### config.mk
export PLATFORM = sky130hd
export DESIGN_NAME = slice_compare_sequencer_flat
export DESIGN_NICKNAME = d
export VERILOG_FILES = /design/src/rtl/slice_compare_sequencer_if.sv /design/src/rtl/slice_compare_sequencer.sv /design/src/flat_wrapper.sv
export SDC_FILE = /design/constraint.sdc
export NUM_CORES = 1
export LEC_CHECK = 0
export CAP_MARGIN = 20
export CORE_MARGIN = 3
export CORE_UTILIZATION = 48
export CTS_BUF_LIST = sky130_fd_sc_hd__clkbuf_2 sky130_fd_sc_hd__clkbuf_4 sky130_fd_sc_hd__clkbuf_8
export DETAILED_ROUTE_END_ITERATION = 16
export HOLD_SLACK_MARGIN = 0.02
export PLACE_DENSITY = 0.87
export SLEW_MARGIN = 10
export SYNTH_ARGS = -nofsm -noshare
export SYNTH_HDL_FRONTEND = slang
export SYNTH_SLANG_ARGS = --single-unit
### constraint.sdc
create_clock -name clk -period 4.86 [get_ports clk]
set_input_delay 0.729 -clock clk [delete_from_list [all_inputs] [get_ports clk]]
set_output_delay 0.729 -clock clk [all_outputs]
set_load 0.1 [all_outputs]
### src/rtl/slice_compare_sequencer_if.sv
// Operand/result handshakes and the external 2-bit comparator hookup for
// slice_compare_sequencer.
interface slice_compare_sequencer_if #(parameter int WIDTH = 8);
  logic             in_valid, in_ready;
  logic [WIDTH-1:0] a, b;
  logic [1:0]       slice_a, slice_b;
  logic             slice_lt, slice_eq, slice_gt;
  logic             out_valid, out_ready;
  logic             a_lt_b, a_eq_b, a_gt_b, err, busy;

  modport master (
    output in_valid, a, b, slice_lt, slice_eq, slice_gt, out_ready,
    input  in_ready, slice_a, slice_b, out_valid, a_lt_b, a_eq_b, a_gt_b, err, busy
  );
  modport slave (
    input  in_valid, a, b, slice_lt, slice_eq, slice_gt, out_ready,
    output in_ready, slice_a, slice_b, out_valid, a_lt_b, a_eq_b, a_gt_b, err, busy
  );
endinterface

### src/rtl/slice_compare_sequencer.sv
// MSB-first 2-bit-slice magnitude comparator controller; stops on the first
// differing slice and holds the verdict until the consumer takes it.
module slice_compare_sequencer #(
  parameter int WIDTH = 8
) (
  input logic                    clk,
  input logic                    rst_n,
  slice_compare_sequencer_if.slave bus
);
  localparam int SLICES = WIDTH / 2;
  localparam int IDX_W  = (SLICES > 1) ? $clog2(SLICES) : 1;

  typedef enum logic [1:0] {IDLE, SCAN, DONE} state_e;

  state_e           state_q, state_d;
  logic [WIDTH-1:0] a_q, b_q;
  logic [IDX_W-1:0] idx_q;
  logic             lt_q, eq_q, gt_q, err_q;
  logic             onehot, last, finish;

  // Exactly one flag set: odd parity rules out two, and all three is excluded.
  assign onehot = (bus.slice_lt ^ bus.slice_eq ^ bus.slice_gt) &
                  ~(bus.slice_lt & bus.slice_eq & bus.slice_gt);
  assign last   = (idx_q == '0);
  assign finish = ~onehot | bus.slice_lt | bus.slice_gt | last;

  always_ff @(posedge clk or negedge rst_n) begin
    if (!rst_n) state_q <= IDLE;
    else        state_q <= state_d;
  end

  always_comb begin
    state_d = state_q;
    unique case (state_q)
      IDLE:    if (bus.in_valid)  state_d = SCAN;
      SCAN:    if (finish)        state_d = DONE;
      DONE:    if (bus.out_ready) state_d = IDLE;
      default: state_d = IDLE;
    endcase
  end

  always_comb begin
    bus.in_ready  = (state_q == IDLE);
    bus.out_valid = (state_q == DONE);
    bus.busy      = (state_q != IDLE);
    bus.slice_a   = '0;
    bus.slice_b   = '0;
    if (state_q == SCAN) begin
      bus.slice_a = a_q[2*idx_q +: 2];
      bus.slice_b = b_q[2*idx_q +: 2];
    end
    bus.a_lt_b = lt_q;
    bus.a_eq_b = eq_q;
    bus.a_gt_b = gt_q;
    bus.err    = err_q;
  end

  always_ff @(posedge clk or negedge rst_n) begin
    if (!rst_n) begin
      a_q   <= '0;
      b_q   <= '0;
      idx_q <= IDX_W'(SLICES - 1);
      lt_q  <= 1'b0;
      eq_q  <= 1'b0;
      gt_q  <= 1'b0;
      err_q <= 1'b0;
    end else begin
      unique case (state_q)
        IDLE: if (bus.in_valid) begin
          a_q   <= bus.a;
          b_q   <= bus.b;
          idx_q <= IDX_W'(SLICES - 1);
        end
        SCAN: begin
          if (finish) begin
            // A bad flag set wins over any verdict flags that came with it.
            err_q <= ~onehot;
            lt_q  <= onehot & bus.slice_lt;
            gt_q  <= onehot & bus.slice_gt;
            eq_q  <= onehot & bus.slice_eq;
          end else begin
            idx_q <= idx_q - 1'b1;
          end
        end
        DONE: if (bus.out_ready) begin
          lt_q  <= 1'b0;
          eq_q  <= 1'b0;
          gt_q  <= 1'b0;
          err_q <= 1'b0;
        end
        default: ;
      endcase
    end
  end
endmodule
### src/flat_wrapper.sv
// flat-port wrapper written by rule: the top's interface ports become plain ports
module slice_compare_sequencer_flat 
#(
  parameter int WIDTH = 8
)
  (clk, rst_n, bus_in_valid, bus_a, bus_b, bus_slice_lt, bus_slice_eq, bus_slice_gt, bus_out_ready, bus_in_ready, bus_slice_a, bus_slice_b, bus_out_valid, bus_a_lt_b, bus_a_eq_b, bus_a_gt_b, bus_err, bus_busy);
  slice_compare_sequencer_if #(.WIDTH(WIDTH)) bus_i ();
  input logic clk;
  input logic rst_n;
  input wire logic [$bits(bus_i.in_valid)-1:0] bus_in_valid;
  input wire logic [$bits(bus_i.a)-1:0] bus_a;
  input wire logic [$bits(bus_i.b)-1:0] bus_b;
  input wire logic [$bits(bus_i.slice_lt)-1:0] bus_slice_lt;
  input wire logic [$bits(bus_i.slice_eq)-1:0] bus_slice_eq;
  input wire logic [$bits(bus_i.slice_gt)-1:0] bus_slice_gt;
  input wire logic [$bits(bus_i.out_ready)-1:0] bus_out_ready;
  output wire logic [$bits(bus_i.in_ready)-1:0] bus_in_ready;
  output wire logic [$bits(bus_i.slice_a)-1:0] bus_slice_a;
  output wire logic [$bits(bus_i.slice_b)-1:0] bus_slice_b;
  output wire logic [$bits(bus_i.out_valid)-1:0] bus_out_valid;
  output wire logic [$bits(bus_i.a_lt_b)-1:0] bus_a_lt_b;
  output wire logic [$bits(bus_i.a_eq_b)-1:0] bus_a_eq_b;
  output wire logic [$bits(bus_i.a_gt_b)-1:0] bus_a_gt_b;
  output wire logic [$bits(bus_i.err)-1:0] bus_err;
  output wire logic [$bits(bus_i.busy)-1:0] bus_busy;
  assign bus_i.in_valid = bus_in_valid;
  assign bus_i.a = bus_a;
  assign bus_i.b = bus_b;
  assign bus_i.slice_lt = bus_slice_lt;
  assign bus_i.slice_eq = bus_slice_eq;
  assign bus_i.slice_gt = bus_slice_gt;
  assign bus_i.out_ready = bus_out_ready;
  assign bus_in_ready = bus_i.in_ready;
  assign bus_slice_a = bus_i.slice_a;
  assign bus_slice_b = bus_i.slice_b;
  assign bus_out_valid = bus_i.out_valid;
  assign bus_a_lt_b = bus_i.a_lt_b;
  assign bus_a_eq_b = bus_i.a_eq_b;
  assign bus_a_gt_b = bus_i.a_gt_b;
  assign bus_err = bus_i.err;
  assign bus_busy = bus_i.busy;
  slice_compare_sequencer #(.WIDTH(WIDTH)) u_core (.clk(clk), .rst_n(rst_n), .bus(bus_i));
endmodule
======== After elaboration in Yosys (flattened, before gate mapping) ========
Cells that the tools add are included.
operators by class
  $add $sub $neg .......................... 1
  multipliers ............................. 0
  div/mod/pow operators ................... 0
  magnitude comparators ................... 0
  equality and inequality tests ........... 6
  shifts and indexed selects .............. 2
  mux-type cells .......................... 18
  bitwise operators ....................... 13
  reduce and logical (&&, ||, !) cells .... 9
operators by type and width
  kind                                              count
  variable part select 8 x 4 -> 2 bit               2
  two-way mux 2 bit                                 7
  AND reduction 3 bit                               3
  one-hot mux 1 bit (2 select lines)                4
  bitwise AND 1 bit                                 6
  != test 2 bit, second input constant              3
  one-hot mux 2 bit (3 select lines)                1
  nonzero test 2 bit                                3
  two-way mux 1 bit                                 5
  logical NOT 2 bit                                 2
  one-hot mux 2 bit (2 select lines)                1
  bitwise OR 1 bit                                  3
  == test 2 x 1 -> 1 bit, second input constant     1
  == test 2 bit, second input constant              1
  != test 2 x 1 -> 1 bit, second input constant     1
  NOT 1 bit                                         2
  AND reduction 2 bit                               1
  subtractor 2 x 1 -> 2 bit, second input constant  1
  XOR 1 bit                                         2
storage, ports and cells
  bits in registers ....................... 24
  latch bits .............................. 0
  memory bits (writable) .................. 0
  ROM bits ................................ 0
  bits of input ports ..................... 23
  output and inout bits ................... 11
  logic and storage cells ................. 57
  memories ................................ 0

======== Depth between registers and ports, before layout ========
Gate-level depths: netlist of the first run.
  depth in word-level cells ............... 10
  depth in mapped cells ................... 6
  depth with buffers taken out ............ 5

======== Least setup slack after synthesis of the first run ========
Ideal clock, no wire load.
  path type ............................... reg-to-output
  start point ............................. register u_core.state_q[0]
  end point ............................... output port bus_busy
  arrival time ............................ 2640 ps
  required time ........................... 4131 ps
  slack ................................... 1491 ps
  stages on the path, launching flop included .. 3
  path buffers ............................ 0
  cells stage by stage .................... dfrtp_1 > nor2_1 > inv_1
between the ends
  longest elaborated chain between the ends .. 1
ends and longest elaborated chain
  what                      RTL line                       text
  start: declaration        slice_compare_sequencer.sv:15  state_e state_q, state_d;
  start signal: assignment  slice_compare_sequencer.sv:29  else state_q <= state_d;
  nonzero test 2 bit        slice_compare_sequencer.sv:45  bus.busy = (state_q != IDLE);
  end: declaration          flat_wrapper.sv:25             output wire logic [$bits(bus_i.busy)-1:0] bus_busy;
Every way passes these cells.

======== Worst setup path after layout of the first run ========
  start point ............................. register u_core.idx_q[0]
  end point ............................... output port bus_slice_b[1]
between the ends
  longest elaborated chain between the ends .. 2
ends and longest elaborated chain
  what                                 RTL line                       text
  start: declaration                   slice_compare_sequencer.sv:17  logic [IDX_W-1:0] idx_q;
  start signal: assignment             slice_compare_sequencer.sv:62  idx_q <= IDX_W'(SLICES - 1);
  start signal: assignment             slice_compare_sequencer.sv:72  idx_q <= IDX_W'(SLICES - 1);
  start signal: assignment             slice_compare_sequencer.sv:82  idx_q <= idx_q - 1'b1;
  variable part select 8 x 4 -> 2 bit  slice_compare_sequencer.sv:50  bus.slice_b = b_q[2*idx_q +: 2];
  two-way mux 2 bit                    slice_compare_sequencer.sv:48  if (state_q == SCAN) begin
  end: declaration                     flat_wrapper.sv:19             output wire logic [$bits(bus_i.slice_b)-1:0] bus_slice_b;
Every way passes these cells.

==> results of run 1 <==
==> layout by cell type, fill, tap and decap left out, types with 2 or more instances in the layout <==
| cell type | netlist | layout |
|---|---|---|
| nor2b_1 | 5 | 5 |
| o21ai_0 | 2 | 2 |
| clkdlybuf4s50_1 | 0 | 33 |
| nor2_1 | 3 | 3 |
| a21oi_1 | 2 | 2 |
| clkbuf_4 | 0 | 3 |
| nand2_1 | 3 | 3 |
| dfrtp_1 | 22 | 22 |
| a211oi_1 | 2 | 2 |
| dfstp_2 | 2 | 2 |
| mux2_2 | 16 | 16 |
| nand2b_1 | 2 | 2 |
| inv_1 | 4 | 4 |
| mux2i_1 | 3 | 3 |
| mux4_2 | 4 | 4 |
| ha_1 | 2 | 2 |
==> path summary, 6_finish.rpt <==
kind / startpoint / endpoint / slack, ns / cells past startpoint
worst max-delay path: u_core.idx_q[0] / bus_slice_b[1] / 1.51 / 3
worst min-delay path: u_core.b_q[3] / u_core.b_q[3] / 0.52 / 1
worst max register to register: u_core.idx_q[0] / u_core.idx_q[0] / 3.03 / 5
worst min register to register: u_core.b_q[3] / u_core.b_q[3] / 0.52 / 1
max in group asynchronous: rst_n / u_core.idx_q[1] / 3.64 / 2
min in group asynchronous: rst_n / u_core.a_q[1] / 0.69 / 1
==> through the flow <==
stage | cells | worst slack (ns)
3_5_place_dp | 145 | 1.85
4_1_cts | 148 | 1.48
6_report | 149 | 1.51
3_3_place_gp | 145 | 1.87
5_1_grt | 149 | 1.42
2_1_floorplan | 86 | 1.49
==> per-layer routing <==
layer	wire, um	track usage	up-vias	part of all wire
li1	-	-	381	-
met1	891	0.209	398	0.38
met2	1200	0.299	39	0.52
met3	207	0.0322	2	0.089
met4	23	0.0607	0	0.0099
met5	0	0	-	0
==> cell families after synthesis <==
logic type,share of synthesized area
mux,0.259
flops,0.519
compound gates,0.0679
buf+inv,0.0334
fa+ha+maj,0.0215
simple gates,0.0991
==> area by class of cell <==
cell class	instances	area, um2
Fill cell	196	702
Multi-Input combinational cell	55	524
Tap cell	28	35.0
Timing Repair Buffer	35	353
Sequential cell	24	603
Clock buffer	3	22.5
Inverter	4	15.0
==> state kept, by name, summed over array words and instances (netlist names) <==
register / count
u_core.bus.a_lt_b: 1
u_core.bus.a_gt_b: 1
u_core.a_q: 8
u_core.bus.err: 1
u_core.idx_q: 2
u_core.b_q: 8
u_core.bus.a_eq_b: 1
u_core.state_q: 2
==> power groups by stage <==
stage | Sequential [mW] | Clock [mW] | Combinational, mW
floorplan | 0.455 | 0 | 0.419
global placement | 0.360 | 0 | 0.645
detailed placement | 0.369 | 0 | 0.661
CTS | 0.363 | 0.0879 | 0.662
global route | 0.377 | 0.0958 | 0.690
finish | 0.362 | 0.0854 | 0.658
==> run_results.csv, run 1 <==
group,metric,value,unit
floorplanning,die_w,55.2,um
placement,gp_congestion,0.756,
finish,drive_gt1_frac,0.256,
critical_path,crit_buf_inv,1,
routing,via_per_inst,5.50,
clock_network,postCtsSetupBuffers,0,
clock_network,cts-htree-levels,1,
grt,grt_max_degree,25,
critical_path,crit_path_cell_trace,"mux4_2 -> nor2b_1 -> clkdlybuf4s50_1",
routing,wl_per_cell,15.6,um
yosys,syn-instance-count,86,
critical_path,critPathLaunchType,"flop",
sta,fin_crit,3.35,ns
clock_network,cts_tree,"done",
critical_path,critPathMaxFanout,7,
pwr,p_leak,0.667,nW
finish,antenna_cells,0,
clock_network,clkLatencyLatePin,0.31,ns
yosys,synth-edff-count,0,
pwr,power_density,712,nW/um2
sta,grt_setup_unrepaired,"no",
pwr,seqPwrFrac,0.327,
sta,hold_viol,0,
yosys,synth_fp_nets,111,
yosys,yosys-top-cells-count,"dfrtp_1, mux2_2, nor2b_1, inv_1, mux4_2",
yosys,synth_top_area_frac,0.474,
sta,fin_skew,0.000603,ns
placement,dpl_cell_area,1520,um2
floorplanning,fp.dieH,55.2,um
clock_network,clockBufferDepth,2,
yosys,yosysTopAreaCell,"dfrtp_1",
sta,fmax,298,MHz
yosys,synth_flop_cell,"dfrtp_1",
yosys,ys_seq_elements,24,
clock_network,cts-root-buf,"clkbuf_4",
floorplanning,core-area,2250,um2
routing,dr.pass1.iters,4,
pwr,sw_frac_of_total,0.495,
yosys,synth.most_common_cell,"dfrtp_1",
routing,post-route-drc-count,0,
routing,drtIter0Drc,8,
yosys,seq_area_frac_synth,0.519,
min_path,hold_path_class,"reg2reg",
clock_network,clkTransAtPathRegs,0.12,ns
grt,overflow,0,
sta,setup_tns,0,ns
run_status,status,"completed",
clock_network,cts_resized,0,
critical_path,worstPathRequired,4.13,ns
routing,drtAntennaViolNets,0,
finish,areaGrowthSynthToFinish,33.7,%
critical_path,crit_family,"buffers and inverters",
placement,port_buffers,33,
grt,grt_usage,0.171,
yosys,ys_types,28,
placement,dpl.hpwl,1.77,mm
finish,nNetsFinal,148,
sta,maxSlewHeadroom,0.351,
clock_network,cts_made_buffers,3,
sta,finalCritPeriodShare,0.690,
floorplanning,ioPinCount,34,
yosys,synthTopCellsByArea,"dfrtp_1, mux2_2, mux4_2",
critical_path,crit_slowest_cell,"clkdlybuf4s50_1",
sta,worst_slew_pin_slew,0.970,ns
yosys,avgSynthCellArea,13.5,um2
critical_path,setup.worst_path.end_class,"output port",
grt,grt_pass1_vias,829,
pwr,clkPwrFrac,0.077,
grt,grt_antenna_before_repair,0,
finish,utilization,0.689,
pwr,p_switching,547,uW
yosys,synth_area,1160,um2
critical_path,worst-endpoint-arrival,2.62,ns
sta,setup-violations-final,0,
clock_network,cts_sinks,24,
grt,grt_pass1_wl,3.62,mm
pwr,peakVddDrop,558,uV
sta,drv_slew,0,
critical_path,worstSetupPathType,"reg2out",
floorplanning,start_util,0.515,
routing,routed_wl,2.32,mm
routing,dr_total_vias,820,
floorplanning,row_count,17,
sta,whs,0.518,ns
yosys,synthArstFlopShare,1.00,
pwr,p_int,558,uW
critical_path,crit_path_max_incr_delay,0.98,ns
pwr,finalPower,1.11,mW
finish,design_area,1550,um2
floorplanning,dieArea,3050,um2
yosys,synth_warnings,0,
run,maxCapViolCount,0,
clock_network,cts_hold_buf,0,
pwr,power_frac_comb,0.596,
Power figures use the tool's default switching activity.
==> run 2, diff against run 1 <==
- CORE_UTILIZATION: 48 -> 44
- PLACE_DENSITY: 0.87 -> 0.84
- clock period: 4.86 -> 2.8 ns (I/O delays scaled with it)
==> run_results.csv, run 2 (same netlist as run 1, synthesis figures left out) <==
group,metric,value,unit
critical_path,critPathMaxFanout,7,
routing,routed_wl,2.26,mm
routing,dr.pass1.iters,4,
clock_network,clkLatencyLatePin,0.32,ns
routing,drtIter0Drc,12,
finish,layout_common_cells,"clkdlybuf4s50_1, dfrtp_1, mux2_2",
critical_path,critPathLaunchType,"flop",
critical_path,reg2reg_from,"u_core.idx_q[0]",
finish,areaGrowthSynthToFinish,30.9,%
routing,post-route-drc-count,0,
pwr,p_int,944,uW
routing,dr_total_vias,833,
clock_network,cts_sinks,24,
pwr,seqPwrFrac,0.331,
sta,finalCritPeriodShare,0.835,
finish,largestRegisters,"u_core.a_q x8, u_core.b_q x8",
floorplanning,fp.dieH,57.4,um
sta,setup_tns,0,ns
critical_path,crit_family,"flip-flops",
grt,grt_pass1_wl,3.84,mm
routing,drtAntennaViolNets,0,
placement,dpl.hpwl,1.71,mm
floorplanning,dieArea,3290,um2
clock_network,cts-root-buf,"clkbuf_4",
routing,via_per_inst,5.59,
sta,fmax,428,MHz
critical_path,crit_slowest_cell,"dfstp_2",
critical_path,rrSetupSlack,0.98,ns
grt,grt_max_degree,25,
routing,wl_per_cell,15.2,um
clock_network,clkTransAtPathRegs,0.13,ns
clock_network,clockBufferDepth,2,
placement,port_buffers,33,
pwr,power_frac_comb,0.588,
clock_network,cts_resized,0,
sta,worst_slew_pin_slew,0.393,ns
finish,design_area,1520,um2
pwr,p_switching,946,uW
sta,hold_viol,0,
sta,grt_setup_unrepaired,"no",
run_status,status,"completed",
critical_path,worstPathRequired,2.38,ns
sta,drv_slew,0,
floorplanning,core-area,2360,um2
floorplanning,ioPinCount,34,
sta,setup-violations-final,0,
pwr,sw_frac_of_total,0.500,
placement,dpl_cell_area,1500,um2
pwr,clkPwrFrac,0.081,
critical_path,crit_path_cell_trace,"mux4_2 -> nor2b_1 -> buf_4",
finish,drive_gt1_frac,0.355,
clock_network,cts_hold_buf,0,
critical_path,reg2reg_depth,5,
clock_network,postCtsSetupBuffers,0,
run,maxCapViolCount,0,
floorplanning,start_util,0.492,
min_path,hold_path_class,"in2async",
finish,nNetsFinal,148,
critical_path,crit_path_max_incr_delay,0.67,ns
pwr,peakVddDrop,955,uV
clock_network,cts_tree,"done",
critical_path,worst-endpoint-arrival,1.92,ns
clock_network,cts_made_buffers,3,
critical_path,worstSetupPathType,"reg2out",
clock_network,cts-htree-levels,1,
grt,grt_antenna_before_repair,0,
grt,overflow,0,
grt,grt_usage,0.155,
finish,nFillCells,169,
sta,fin_crit,2.34,ns
placement,gp_congestion,0.911,
pwr,power_density,1240,nW/um2
pwr,p_leak,0.682,nW
critical_path,crit_buf_inv,1,
grt,grt_pass1_vias,801,
critical_path,r2r-end,"u_core.idx_q[1]",
floorplanning,row_count,17,
critical_path,setup.worst_path.end_class,"output port",
floorplanning,die_w,57.4,um
sta,fin_skew,0.00607,ns
sta,maxSlewHeadroom,0.736,
finish,antenna_cells,0,
[run 2: area by class of cell]
type / count / area (um2) / area share
tap: 28 / 35.0 / 0.0230
clock buffer: 3 / 22.5 / 0.0148
inverter: 4 / 15.0 / 0.00988
timing repair buffer: 35 / 318 / 0.209
sequential: 24 / 603 / 0.397
multi-input combinational: 55 / 527 / 0.347
[run 2: routing by layer]
layer / vias up / routed length, um / GRT usage
met2: 34 / 1100 / 0.244
met5: - / 0 / 0
met4: 0 / 48 / 0.0894
met1: 414 / 945 / 0.198
met3: 4 / 163 / 0.0294
li1: 381 / - / -
[run 2: worst max-delay path by stage]
stage,startpoint,to,depth (start not counted)
after global placement,bus_slice_lt,u_core.bus.a_gt_b,5
after detailed placement,bus_slice_lt,u_core.bus.a_gt_b,5
after global routing,u_core.idx_q[0],bus_slice_a[0],3
after CTS,u_core.idx_q[0],bus_slice_a[0],3
final,u_core.idx_q[0],bus_slice_a[0],3
after floorplan,u_core.idx_q[0],bus_slice_a[0],3
[run 2: through the flow]
step | setup slack [ns] | hold WS, ns | power [mW] | std cells | utilization
2_1_floorplan | 0.123 | 0.124 | 1.52 | 86 | -
3_3_place_gp | 0.650 | 0.486 | 1.73 | 146 | 0.634
3_5_place_dp | 0.606 | 0.492 | 1.76 | 146 | 0.634
4_1_cts | 0.429 | 0.445 | 1.91 | 149 | 0.644
5_1_grt | 0.382 | 0.463 | 1.99 | 149 | 0.644
6_report | 0.462 | 0.441 | 1.89 | 149 | 0.644
[run 2: power by group through the flow]
stage | sequential (mW) | clock, mW | combinational [mW]
finish | 0.626 | 0.153 | 1.11
global placement | 0.628 | 0 | 1.10
detailed placement | 0.636 | 0 | 1.12
CTS | 0.629 | 0.159 | 1.12
floorplan | 0.792 | 0 | 0.730
global route | 0.653 | 0.175 | 1.16
